`config.mk`:
```
export PLATFORM = sky130hd
export DESIGN_NAME = fp_div_seq
export DESIGN_NICKNAME = d
export VERILOG_FILES = /design/src/rtl/fp_div_seq.sv
export SDC_FILE = /design/constraint.sdc
export NUM_CORES = 1
export LEC_CHECK = 0
export ABC_AREA = 0
export ABC_CLOCK_PERIOD_IN_PS = 10100
export BUFFER_PORTS_ARGS = -buffer_cell sky130_fd_sc_hd__buf_4
export CORE_ASPECT_RATIO = 2
export CORE_MARGIN = 5
export CORE_UTILIZATION = 35
export DETAILED_ROUTE_END_ITERATION = 10
export GPL_TIMING_DRIVEN = 0
export REMOVE_ABC_BUFFERS = 1
export SLEW_MARGIN = 15
export SYNTH_ARGS = -nofsm -noshare
export SYNTH_HDL_FRONTEND = slang
export SYNTH_SLANG_ARGS = --single-unit
```
`constraint.sdc`:
```
create_clock -name clk -period 10.1 [get_ports clk]
set_input_delay 1.515 -clock clk [delete_from_list [all_inputs] [get_ports clk]]
set_output_delay 1.515 -clock clk [all_outputs]
set_load 0.02 [all_outputs]
```
`src/rtl/fp_div_seq.sv`:
```
// Multicycle IEEE-754 single-precision divider, z = a / b.
// Radix-2 restoring mantissa division, BITS_PER_CYCLE quotient bits per clock,
// valid/ready handshake on both sides, one operation in flight.
// Denormal operands are flushed to zero; status layout matches the FP multiplier.
module fp_div_seq #(
    parameter int unsigned BITS_PER_CYCLE = 1
) (
    input  logic        clk,
    input  logic        rst_n,
    input  logic        in_valid,
    output logic        in_ready,
    input  logic [31:0] a,
    input  logic [31:0] b,
    input  logic [2:0]  rnd,
    output logic        out_valid,
    input  logic        out_ready,
    output logic [31:0] z,
    output logic [7:0]  status
);
    localparam int unsigned N   = 27 / BITS_PER_CYCLE;
    localparam int          Bpc = int'(BITS_PER_CYCLE);

    if (!(BITS_PER_CYCLE == 1 || BITS_PER_CYCLE == 3 ||
          BITS_PER_CYCLE == 9 || BITS_PER_CYCLE == 27)) begin : g_bad_bpc
        $error("fp_div_seq: BITS_PER_CYCLE must be 1, 3, 9 or 27");
    end

    typedef enum logic [1:0] {StIdle, StDiv, StRound, StDone} state_e;

    state_e      state_q, state_d;
    logic [31:0] a_q, b_q;
    logic [2:0]  rnd_q;
    logic [4:0]  cnt_q, cnt_d;
    logic [24:0] rem_q, rem_d, rem_t;
    logic [26:0] quo_q, quo_d, quo_t;
    logic [31:0] z_q, z_d;
    logic [7:0]  status_q, status_d;
    logic        accept;

    assign accept = (state_q == StIdle) && in_valid;

    // State, operand, datapath and result registers.
    always_ff @(posedge clk or negedge rst_n) begin
        if (!rst_n) begin
            state_q  <= StIdle;
            a_q      <= '0;
            b_q      <= '0;
            rnd_q    <= '0;
            cnt_q    <= '0;
            rem_q    <= '0;
            quo_q    <= '0;
            z_q      <= '0;
            status_q <= '0;
        end else begin
            state_q <= state_d;
            cnt_q   <= cnt_d;
            rem_q   <= rem_d;
            quo_q   <= quo_d;
            if (accept) begin
                a_q   <= a;
                b_q   <= b;
                rnd_q <= rnd;
            end
            if (state_q == StRound) begin
                z_q      <= z_d;
                status_q <= status_d;
            end
        end
    end

    // Next-state logic; DIV spends one load cycle then N iteration cycles.
    always_comb begin
        state_d = state_q;
        unique case (state_q)
            StIdle:  if (in_valid) state_d = StDiv;
            StDiv:   if (cnt_q == 5'(N)) state_d = StRound;
            StRound: state_d = StDone;
            StDone:  if (out_ready) state_d = StIdle;
            default: state_d = StIdle;
        endcase
    end

    // Handshake outputs decoded from state.
    always_comb begin
        in_ready  = (state_q == StIdle);
        out_valid = (state_q == StDone);
        z         = z_q;
        status    = status_q;
    end

    // Restoring division: the remainder always stays below 2*Mb, so 25 bits suffice.
    always_comb begin
        cnt_d = (state_q == StDiv) ? cnt_q + 5'd1 : '0;
        rem_d = rem_q;
        quo_d = quo_q;
        rem_t = rem_q;
        quo_t = quo_q;
        if (state_q == StDiv) begin
            if (cnt_q == '0) begin
                rem_d = {2'b01, a_q[22:0]};
                quo_d = '0;
            end else begin
                for (int i = 0; i < Bpc; i++) begin
                    if (rem_t >= {2'b01, b_q[22:0]}) begin
                        rem_t = rem_t - {2'b01, b_q[22:0]};
                        quo_t = {quo_t[25:0], 1'b1};
                    end else begin
                        quo_t = {quo_t[25:0], 1'b0};
                    end
                    rem_t = {rem_t[23:0], 1'b0};
                end
                rem_d = rem_t;
                quo_d = quo_t;
            end
        end
    end

    logic              sign, a_zero, b_zero, a_inf, b_inf, a_nan, b_nan;
    logic [23:0]       mant, mant_f;
    logic [24:0]       mant_r;
    logic              g, s, inc, rne, rtz, rup, rdn, rta, raw;
    logic signed [9:0] e_n, e_f;
    logic              ovf, unf, to_inf, to_min;
    logic              f_zero, f_inf, f_nan, f_tiny, f_huge, f_inx, f_dbz;

    // Normalise, round and classify the quotient; specials override the rounded value.
    always_comb begin
        sign   = a_q[31] ^ b_q[31];
        a_zero = (a_q[30:23] == 8'h00);
        b_zero = (b_q[30:23] == 8'h00);
        a_inf  = (a_q[30:23] == 8'hFF) && (a_q[22:0] == '0);
        b_inf  = (b_q[30:23] == 8'hFF) && (b_q[22:0] == '0);
        a_nan  = (a_q[30:23] == 8'hFF) && (a_q[22:0] != '0);
        b_nan  = (b_q[30:23] == 8'hFF) && (b_q[22:0] != '0);

        rtz = (rnd_q == 3'b001);
        rup = (rnd_q == 3'b010);
        rdn = (rnd_q == 3'b011);
        rta = (rnd_q == 3'b100);
        raw = (rnd_q == 3'b101);
        rne = !(rtz || rup || rdn || rta || raw);

        e_n = $signed({2'b00, a_q[30:23]}) - $signed({2'b00, b_q[30:23]});
        if (quo_q[26]) begin
            mant = quo_q[26:3];
            g    = quo_q[2];
            s    = (|quo_q[1:0]) | (rem_q != '0);
            e_n  = e_n + 10'sd127;
        end else begin
            mant = quo_q[25:2];
            g    = quo_q[1];
            s    = quo_q[0] | (rem_q != '0);
            e_n  = e_n + 10'sd126;
        end

        inc = 1'b0;
        if (rne)      inc = g & (s | mant[0]);
        else if (rup) inc = ~sign & (g | s);
        else if (rdn) inc = sign & (g | s);
        else if (rta) inc = g;
        else if (raw) inc = g | s;

        mant_r = {1'b0, mant} + {24'd0, inc};
        if (mant_r[24]) begin
            mant_f = mant_r[24:1];
            e_f    = e_n + 10'sd1;
        end else begin
            mant_f = mant_r[23:0];
            e_f    = e_n;
        end

        ovf    = (e_f >= 10'sd255);
        unf    = (e_f <= 10'sd0);
        to_inf = rne || rta || raw || (rup && !sign) || (rdn && sign);
        to_min = raw || (rup && !sign) || (rdn && sign);

        f_nan  = 1'b0;
        f_dbz  = 1'b0;
        f_tiny = 1'b0;
        f_huge = 1'b0;
        f_inx  = g | s;
        if (ovf) begin
            f_huge = 1'b1;
            f_inx  = 1'b1;
            z_d    = to_inf ? {sign, 8'hFF, 23'd0} : {sign, 31'h7F7FFFFF};
        end else if (unf) begin
            f_tiny = 1'b1;
            f_inx  = 1'b1;
            z_d    = to_min ? {sign, 8'h01, 23'd0} : {sign, 31'd0};
        end else begin
            z_d = {sign, e_f[7:0], mant_f[22:0]};
        end

        if (a_nan || b_nan || (a_zero && b_zero) || (a_inf && b_inf)) begin
            z_d   = 32'h7FC00000;
            f_nan = 1'b1;
            f_inx = 1'b0;
            f_tiny = 1'b0;
            f_huge = 1'b0;
        end else if (a_inf || b_zero) begin
            z_d   = {sign, 8'hFF, 23'd0};
            f_dbz = !a_inf;
            f_inx = 1'b0;
            f_tiny = 1'b0;
            f_huge = 1'b0;
        end else if (a_zero || b_inf) begin
            z_d   = {sign, 31'd0};
            f_inx = 1'b0;
            f_tiny = 1'b0;
            f_huge = 1'b0;
        end

        f_zero   = (z_d[30:0] == 31'd0);
        f_inf    = (z_d[30:0] == 31'h7F800000);
        status_d = {1'b0, f_dbz, f_inx, f_huge, f_tiny, f_nan, f_inf, f_zero};
    end

endmodule

```
======== Word-level counts from Yosys, hierarchy flattened ========
Index checks and enable logic that the tools add are counted.
W data, S select, Z words.
operators by class
  shift-type cells ........................ 0
  bitwise operators ....................... 9
  add/subtract/negate cells ............... 7
  divide/modulo/power cells ............... 0
  reduce and logical (&&, ||, !) cells .... 39
  multiplexer cells ....................... 44
  multiply operators ...................... 0
  magnitude comparators ................... 3
  equality and inequality tests ........... 15
operators by type and width
  kind                     count
  $mux W31                 4
  $mux W24                 4
  $logic_not A23 Y1        2
  $reduce_bool A23 Y1      2
  $mux W32                 1
  $eq A31 B31 Y1 const B   1
  $logic_not A31 Y1        1
  $mux W27                 1
  $add A24 B1 Y25          1
  $ge A25 B24 Y1           1
  $mux W1                  25
  $mux W25                 1
  $reduce_bool A25 Y1      1
  $sub A24 B24 Y24         1
  $mux W23                 1
  $add A9 B8 Y10 const B   2
  $mux W10                 2
  $eq A8 B8 Y1 const B     2
  $logic_not A8 Y1         2
  $logic_or A1 B1 Y1       15
  $add A10 B2 Y10 const B  1
  $ge A10 B9 Y1 const B    1
  $le A10 B1 Y1 const B    1
  $logic_and A1 B1 Y1      9
  22 further kinds         35
storage, ports and cells
  ROM bits ................................ 0
  bits in registers ....................... 165
  bits in latches ......................... 0
  logic and storage cells ................. 126
  memories kept ........................... 0
  input bits .............................. 71
  memory bits (writable) .................. 0

======== Logic depth before layout (Yosys ltp) ========
Gate-level depths: netlist of the first run.
  depth in word-level cells ............... 18
  depth in mapped cells ................... 26

======== Worst setup path after synthesis of the first run ========
Ideal clock, no wire load.
  path type ............................... register to register
  from .................................... register quo_q[26]
  to ...................................... register status_q[1], in the netlist status[1]
  slack ................................... 5.003 ns
  stages on the path, launching flop included .. 25
  period minus slack after synthesis ...... 5.097 ns
  arrival time ............................ 4.958 ns
  path through ............................ dfrtp_1 buf_4 buf_4 buf_2 buf_1 clkbuf_1 mux2_2 o31ai_1 a31oi_1 ha_1 ha_1 nand3_1 nor4_2 and4_1 nand2_1 nor3_2 xnor2_1 nand4_1 or3_4 o32ai_4 or2_1 buf_4 o21ai_1 a21oi_1 o32ai_2
on the way
  cells in the longest elaborated chain, start to end .. 16
  elaborated cells between the ends (all ways) .. 26
RTL lines
  what                    line           RTL
  start, declared         35             logic [26:0] quo_q, quo_d, quo_t;
  start signal, assigned  58             quo_q <= quo_d;
  $mux W1                 144            if (quo_q[26]) begin
  $or A1 B1 Y1            158, 159, 161
  $mux W1                 161            else if (raw) inc = g | s;
  $mux W1                 160            else if (rta) inc = g;
  $mux W1                 159            else if (rdn) inc = sign & (g | s);
  $mux W1                 158            else if (rup) inc = ~sign & (g | s);
  $mux W1                 157            if (rne) inc = g & (s | mant[0]);
  $add A24 B1 Y25         163            mant_r = {1'b0, mant} + {24'd0, inc};
  $mux W10                164            if (mant_r[24]) begin
  $le A10 B1 Y1           173            unf = (e_f <= 10'sd0);
  $mux W31                186            end else if (unf) begin
  $mux W31 (*)            182            if (ovf) begin
  $mux W31 (*)            206            end else if (a_zero || b_inf) begin
  $mux W31 (*)            200            end else if (a_inf || b_zero) begin
  $mux W32 (*)            194            if (a_nan || b_nan || (a_zero && b_zero) || (a_inf && b_inf)) begin
  $eq A31 B31 Y1 (*)      214            f_inf = (z_d[30:0] == 31'h7F800000);
  end signal, assigned    66             status_q <= status_d;
  end, declared           37             logic [7:0] status_q, status_d;
Mark *: on every way between the ends. The rest lies on a longest branch, timed or not.
A chain may end at the register's enable or synchronous reset.

======== Worst setup path in the final report of the first run ========
  from .................................... register b_q[31]
  to ...................................... register status_q[1], in the netlist status[1]
on the way
  cells in the longest elaborated chain, start to end .. 14
  elaborated cells between the ends (all ways) .. 27
RTL lines
  what                                                line      RTL
  start, declared                                     31        logic [31:0] a_q, b_q;
  start signal, assigned                              47        b_q <= '0;
  start signal, assigned                              61        b_q <= b;
  $xor A1 B1 Y1 (*)                                   128       sign = a_q[31] ^ b_q[31];
  $and A1 B1 Y1 / $not A1 Y1 (equally long branches)  159, 158
  $mux W1 / $and A1 B1 Y1 (equally long branches)     159, 158
  $mux W1                                             158
  $mux W1                                             157
  $add A24 B1 Y25                                     163
  $mux W10                                            164
  $le A10 B1 Y1                                       173
  $mux W31                                            186
  $mux W31 (*)                                        182
  $mux W31 (*)                                        206
  $mux W31 (*)                                        200
  $mux W32 (*)                                        194
  $eq A31 B31 Y1 (*)                                  214
Marked as above.

==> flow_metrics.py, run 1 <==
metrics = {
    "outcome": {
        "outcome": "completed",
    },
    "floorplan": {
        "start_util_pct": 35.38,
        "die_area_mm2": 0.03503,
        "die_x_um": 134.9,
        "die_h_um": 259.8,
        "rows": 91,
        "coreArea_mm2": 0.03086,
        "ios": 113,
    },
    "hold_path": {
        "min_path_cells": 1,
        "hp-class": "flop to flop",
        "worstHoldStart": "z[7]$_DFFE_PN0P_",
    },
    "placed_design": {
        "place_inst": 1672,
        "port_buffers": 111,
        "place.gp.congestion": 0.8580,
        "dp_hpwl_mm": 23.29,
    },
    "detailed_routing": {
        "drt-pass1-iter-count": 6,
        "wl_per_cell_um": 17.97,
        "viasPerCell": 5.398,
        "drtAntennaViolNets": 0,
        "drt_iter0_drc": 350,
        "drt-total-wl_mm": 30.60,
        "vias": 9193,
        "drc": 0,
    },
    "yosys": {
        "syn-instance-count": 1202,
        "netlist_area_mm2": 0.01092,
        "yosys_warnings": 0,
        "synth-main-ff-cell": "dfrtp_1",
        "synthDistinctLibCells": 89,
        "async_reset_ff_share_pct": 100.0,
        "synth_area_per_cell_um2": 9.081,
        "ys_seq_elements": 165,
        "yosysSeqAreaShare_pct": 37.83,
        "synth-edff-count": 0,
    },
    "timing": {
        "rsz0062_at_grt": "false",
        "hold_ws_ns": 0.4822,
        "skew_ns": 0.01292,
        "period_minus_slack_ns": 6.370,
        "clock.fmax_ghz": 0.1570,
        "maxSlewViolCount": 0,
        "setup_tns_ns": 0,
        "hold_violations": 0,
        "finalCritPeriodShare_pct": 63.07,
        "maxSlewHeadroom_pct": 32.57,
        "worst_pin_slew_ns": 1.011,
        "setup_viol": 0,
    },
    "final_layout": {
        "final_nets": 1388,
        "fin_cells": 1703,
        "syn2layout_area_growth_pct": 17.06,
        "final_cell_mix": "dfrtp_1 (164), buf_4 (112), nand2_1 (93)",
        "fillers": 3120,
        "drive_gt1_share_pct": 19.84,
        "n_antenna_cell": 0,
        "mostFrequentLayoutCell": "dfrtp_1",
    },
    "global_route": {
        "grt_overflow": 0,
        "gr-usage-all-layers_pct": 17.92,
        "antenna_found_initial": 0,
        "grt_pass1_wl_mm": 49.74,
        "grt_pass1_vias": 9649,
        "grt_max_degree": 96,
    },
    "power": {
        "power.total_uw": 5237,
        "powerDensity_mw_per_mm2": 409.9,
        "vdd_drop_max_mv": 0.2519,
        "leakagePower_uw": 0.005376,
    },
    "cts": {
        "htreeDepth": 4,
        "clkTransAtPathRegs_ns": 0.07,
        "cts_buffer_depth": 2,
        "cts_tree": "built",
        "clock_sinks": 165,
        "post-cts-setup-buffers": 0,
        "cts.repair.resized": 0,
        "holdBufCountCts": 0,
        "clock_latency_ns": 0.45,
        "cts_buffers": 17,
        "cts-root-buf": "clkbuf_16",
    },
    "worst_setup_path": {
        "rrSetupSlack_ns": 3.73,
        "startpoint_type": "flop",
        "cpMaxStageDelayCell": "nor2_2",
        "r2r_cells": 20,
        "cp-startpoint": "b_q[31]$_DFFE_PN0P_",
        "max_stage_delay_ns": 0.74,
        "critPathBufInv": 0,
        "path_class": "flop to flop",
        "cp_top_family": "simple AND/OR/NAND/NOR gates",
        "cp-end-kind": "flop",
        "arrival_ns": 6.67,
        "worst-path-max-fanout": 24,
        "worstPathRequired_ns": 10.40,
        "path_depth": 20,
        "timing.rr.end": "status[1]$_DFFE_PN0P_",
        "cp-endpoint": "status[1]$_DFFE_PN0P_",
        "path_cells": "xor2_1, xnor2_1, nand3b_1, a21oi_1, nor2_1, a31oi_1, ha_1, ha_1, nand3_1, nor4_2, nand4_1, nor2_1, o2111ai_1, xor2_1, and4b_1, nor2_1, nor2_2, nand2_1, a31oi_2, o32ai_2",
        "crit_top_cell": "nor2_1",
        "rr_startpoint": "b_q[31]$_DFFE_PN0P_",
    },
    "flow_run": {
        "drv_cap": 0,
    },
}
==> metrics by stage <==
stage	setup WS, ns	cell area, µm²	utilization (%)
3_5_place_dp	3.718	12160	39.42
4_1_cts	3.713	12780	41.41
3_3_place_gp	2.731	11990	38.84
5_1_grt	3.178	12780	41.41
2_1_floorplan	4.499	10630	-
6_report	3.730	12780	41.41
==> Yosys cell counts (6+ instances only) <==
| master | number | area share, % |
|---|---|---|
| o21ai_0 | 82 | 3.8 |
| a211oi_1 | 24 | 1.7 |
| o31ai_1 | 14 | 0.96 |
| a31oi_1 | 8 | 0.46 |
| mux2_2 | 71 | 7.3 |
| nand3_1 | 51 | 2.3 |
| buf_2 | 10 | 0.46 |
| a21boi_0 | 6 | 0.41 |
| dfrtp_1 | 165 | 38 |
| nand2b_1 | 10 | 0.57 |
| clkbuf_1 | 48 | 1.7 |
| o2bb2ai_1 | 36 | 2.9 |
| nand4_1 | 24 | 1.4 |
| xor2_1 | 21 | 1.7 |
| nand2_1 | 94 | 3.2 |
| a21oi_1 | 67 | 3.1 |
| xnor2_1 | 48 | 3.9 |
| ha_1 | 43 | 4.9 |
| nor2b_1 | 11 | 0.63 |
| and3_1 | 7 | 0.40 |
| a21o_1 | 16 | 1.1 |
| mux2i_1 | 17 | 1.6 |
| nor3_1 | 27 | 1.2 |
| nor4_1 | 21 | 1.2 |
| nor2_1 | 90 | 3.1 |
| inv_1 | 79 | 2.7 |
==> worst reg2reg max path: stages, from the launching register on <==
cell	delay, ns
dfrtp_1	0.39
xor2_1	0.41
xnor2_1	0.17
nand3b_1	0.16
a21oi_1	0.17
nor2_1	0.05
a31oi_1	0.16
ha_1	0.22
ha_1	0.22
nand3_1	0.16
nor4_2	0.56
nand4_1	0.70
nor2_1	0.47
o2111ai_1	0.34
xor2_1	0.24
and4b_1	0.28
nor2_1	0.12
nor2_2	0.74
nand2_1	0.15
a31oi_2	0.37
o32ai_2	0.15
==> routing by layer <==
layer  part of all wire [%]  track usage (%)  vias to the layer above
met2                     57            34.96                      194
met5                      0                0                        -
met3                    3.2            3.117                       79
met1                     35            17.50                     4458
li1                       -                -                     4462
met4                    4.7            9.400                        0
==> how the worst min path moves through the flow <==
stage                                       end  slack [ns]
after floorplan              cnt_q[0]$_DFF_PN0_        0.45
after global placement    status[5]$_DFFE_PN0P_        0.47
after detailed placement       z[7]$_DFFE_PN0P_        0.47
after CTS                      z[7]$_DFFE_PN0P_        0.49
after global routing           z[3]$_DFFE_PN0P_        0.50
final                          z[7]$_DFFE_PN0P_        0.48
==> cell type report <==
type / count / area (µm²) / area share (%)
inverters: 81 / 306.5 / 2.399
clock inverters: 11 / 176.4 / 1.381
clock buffers: 20 / 436.7 / 3.418
flip-flops and latches: 165 / 4130 / 32.32
multi-input cells: 889 / 6236 / 48.81
well taps: 418 / 523.0 / 4.093
repair buffers: 119 / 968.4 / 7.579
==> cell families (layout without fill, tap and decap cells) <==
group / Yosys count / after routing / synth area share, %
other: 1 / 1 / 0.03435
and+or+nand+nor: 377 / 377 / 17.50
adders and majority gates: 44 / 44 / 5.112
AOI/OAI and AO/OA: 307 / 307 / 19.18
xor gates and xnor gates: 72 / 72 / 6.052
muxes: 88 / 88 / 8.884
buffers and inverters: 148 / 231 / 5.410
DFF: 165 / 165 / 37.83
==> power breakdown <==
part	switching, µW	internal, µW
Clock	283	415
Combinational	2060	1310
Sequential	251	924
Total	2590	2640
==> sequential cells by signal (all words and copies together) (netlist names) <==
register and cells:
a_q 32, z 32, state_q 2, cnt_q 5
quo_q 27, status 7, rnd_q 3, b_q 32
rem_q 25
No activity file was read; power rests on OpenSTA's default activity.
==> run 2: changes to the inputs <==
--- a/config.mk
+++ b/config.mk
@@ -6,7 +6,7 @@
 export NUM_CORES = 1
 export LEC_CHECK = 0
 export ABC_AREA = 0
-export ABC_CLOCK_PERIOD_IN_PS = 10100
+export ABC_CLOCK_PERIOD_IN_PS = 6450
 export BUFFER_PORTS_ARGS = -buffer_cell sky130_fd_sc_hd__buf_4
 export CORE_ASPECT_RATIO = 2
 export CORE_MARGIN = 5
==> constraint.sdc (replaced) <==
create_clock -name clk -period 6.45 [get_ports clk]
set_input_delay 0.9675 -clock clk [delete_from_list [all_inputs] [get_ports clk]]
set_output_delay 0.9675 -clock clk [all_outputs]
set_load 0.02 [all_outputs]
==> run 2 against run 1 <==
- worst setup slack got worse by 3.3 ns
- sequential share of layout area down 0.088 points
- design area up 0.27%
- clock skew about the same
- utilization is 0.11 points higher
- critical endpoint is now z[3]$_DFFE_PN0P_
==> flow_metrics.py, run 2 (synthesis results as in run 1) <==
metrics = {
    "worst_setup_path": {
        "path_cells": "xor2_1, xnor2_1, nand3b_1, a21oi_1, nor2_1, a31oi_1, ha_1, ha_1, nand3_1, nor4_2, and4_1, nand2_1, nor3_2, nand2_1, nor2_1, o2bb2ai_1, nand2_1, nor3_2, a31oi_1, nor3_1, a21o_1",
        "rrSetupSlack_ns": 0.47,
        "critPathBufInv": 0,
        "startpoint_type": "flop",
        "worstPathRequired_ns": 6.83,
        "worst-path-max-fanout": 13,
        "path_class": "flop to flop",
        "cp-end-kind": "flop",
        "max_stage_delay_ns": 0.74,
        "crit_top_cell": "nand2_1",
        "cpMaxStageDelayCell": "nor3_2",
        "arrival_ns": 6.36,
        "cp_top_family": "simple AND/OR/NAND/NOR gates",
    },
    "final_layout": {
        "regArea_mm2": 0.004130,
        "syn2layout_area_growth_pct": 17.38,
        "design_area_mm2": 0.01281,
        "mostFrequentLayoutCell": "dfrtp_1",
        "final_nets": 1391,
        "fillers": 3118,
        "n_antenna_cell": 0,
        "multiInputGateArea_mm2": 0.006248,
        "final_cell_mix": "dfrtp_1 (164), buf_4 (115), nand2_1 (93)",
        "drive_gt1_share_pct": 20.03,
    },
    "detailed_routing": {
        "drt-pass1-iter-count": 5,
        "routed.top_layer": "met4",
        "drc": 0,
        "wl_per_cell_um": 18.02,
        "drtAntennaViolNets": 0,
        "met1_length_mm": 10.97,
        "vias": 9203,
        "wl_met3_mm": 1.024,
        "drt_iter0_drc": 357,
        "viasPerCell": 5.394,
        "drt-total-wl_mm": 30.74,
        "dr_wl_met2_mm": 17.31,
    },
    "floorplan": {
        "die_h_um": 259.8,
        "rows": 91,
        "start_util_pct": 35.38,
        "die_x_um": 134.9,
        "ios": 113,
        "die_area_mm2": 0.03503,
        "coreArea_mm2": 0.03086,
    },
    "placed_design": {
        "port_buffers": 111,
        "dpl_cell_area_mm2": 0.01216,
        "dp_hpwl_mm": 23.29,
        "place.gp.congestion": 0.8580,
    },
    "outcome": {
        "outcome": "completed",
    },
    "cts": {
        "cts_tree": "built",
        "cts_buffer_depth": 2,
        "clock_latency_ns": 0.45,
        "htreeDepth": 4,
        "cts-root-buf": "clkbuf_16",
        "clkTransAtPathRegs_ns": 0.07,
        "clock_sinks": 165,
        "cts_buffers": 17,
        "holdBufCountCts": 0,
    },
    "timing": {
        "maxSlewViolCount": 0,
        "clock.fmax_ghz": 0.1673,
        "skew_ns": 0.01277,
        "worst_pin_slew_ns": 0.9999,
        "rsz0062_at_grt": "false",
        "maxSlewHeadroom_pct": 33.34,
        "finalCritPeriodShare_pct": 92.67,
        "hold_violations": 0,
        "period_minus_slack_ns": 5.977,
        "setup_viol": 0,
    },
    "global_route": {
        "grt_max_degree": 96,
        "antenna_found_initial": 0,
        "grt_overflow": 0,
        "grt_pass1_wl_mm": 49.74,
        "gr-usage-all-layers_pct": 17.92,
        "grt_pass1_vias": 9649,
    },
    "hold_path": {
        "hp-class": "input port to async pin",
    },
    "flow_run": {
        "drv_cap": 0,
    },
}
==> run 2: cell types whose count changed in the layout (fill, tap and decap cells not counted), sizes merged <==
cell / delta
buf: +3
==> run 2: layer usage <==
metal  vias up  GRT usage (%)
li1       4469              -
met1      4452          17.50
met2       202          34.96
met3        80          3.117
met4         0          9.400
met5         -              0
==> run 2: worst reg2reg max path: stages, from the launching register on <==
cell and delay, ns:
dfrtp_1 0.39, xor2_1 0.42, xnor2_1 0.17, nand3b_1 0.16, a21oi_1 0.17, nor2_1 0.05, a31oi_1 0.16, ha_1 0.22
ha_1 0.22, nand3_1 0.16, nor4_2 0.56, and4_1 0.68, nand2_1 0.17, nor3_2 0.19, nand2_1 0.08, nor2_1 0.17
o2bb2ai_1 0.22, nand2_1 0.33, nor3_2 0.74, a31oi_1 0.23, nor3_1 0.32, a21o_1 0.12
==> run 2: worst paths after layout <==
kind | endpoint | startpoint | cells past startpoint
worst max-delay path | z[3]$_DFFE_PN0P_ | b_q[31]$_DFFE_PN0P_ | 21
worst min-delay path | b_q[0]$_DFFE_PN0P_ | rst_n | 1
worst max register to register | z[3]$_DFFE_PN0P_ | b_q[31]$_DFFE_PN0P_ | 21
max in group asynchronous | z[14]$_DFFE_PN0P_ | rst_n | 2
min in group clk | z[7]$_DFFE_PN0P_ | z[7]$_DFFE_PN0P_ | 1
worst min register to register | z[7]$_DFFE_PN0P_ | z[7]$_DFFE_PN0P_ | 1
==> run 2: layout make-up <==
cell class | instances | share of cell area, %
repair buffers | 122 | 7.734
multi-input cells | 889 | 48.77
clock buffers | 20 | 3.408
inverters | 81 | 2.393
flip-flops and latches | 165 | 32.24
well taps | 418 | 4.082
clock inverters | 11 | 1.377
==> run 2: timing repair <==
action / in CTS / in global routing
gates resized for setup: 0 / 2
setup endpoints to repair: 0 / 25
hold endpoints to repair: 0 / 0
buffers inserted: 0 / 3
==> run 2: per-stage QoR <==
stage          worst slack, ns  TNS [ns]  cells  hold slack [ns]  util, %
3_5_place_dp           0.06828         0   1672           0.4719    39.42
2_1_floorplan           0.8492         0   1135           0.4536        -
4_1_cts                0.06301         0   1703           0.4880    41.41
5_1_grt                0.02253         0   1706           0.5015    41.52
6_report                0.4731         0   1706           0.4819    41.52
3_3_place_gp           -0.9195    -18.50   1664           0.4666    38.84
Power of run 2 is not shown: default switching activity piles up to over one toggle a cycle in this logic, so the estimate is an artifact.
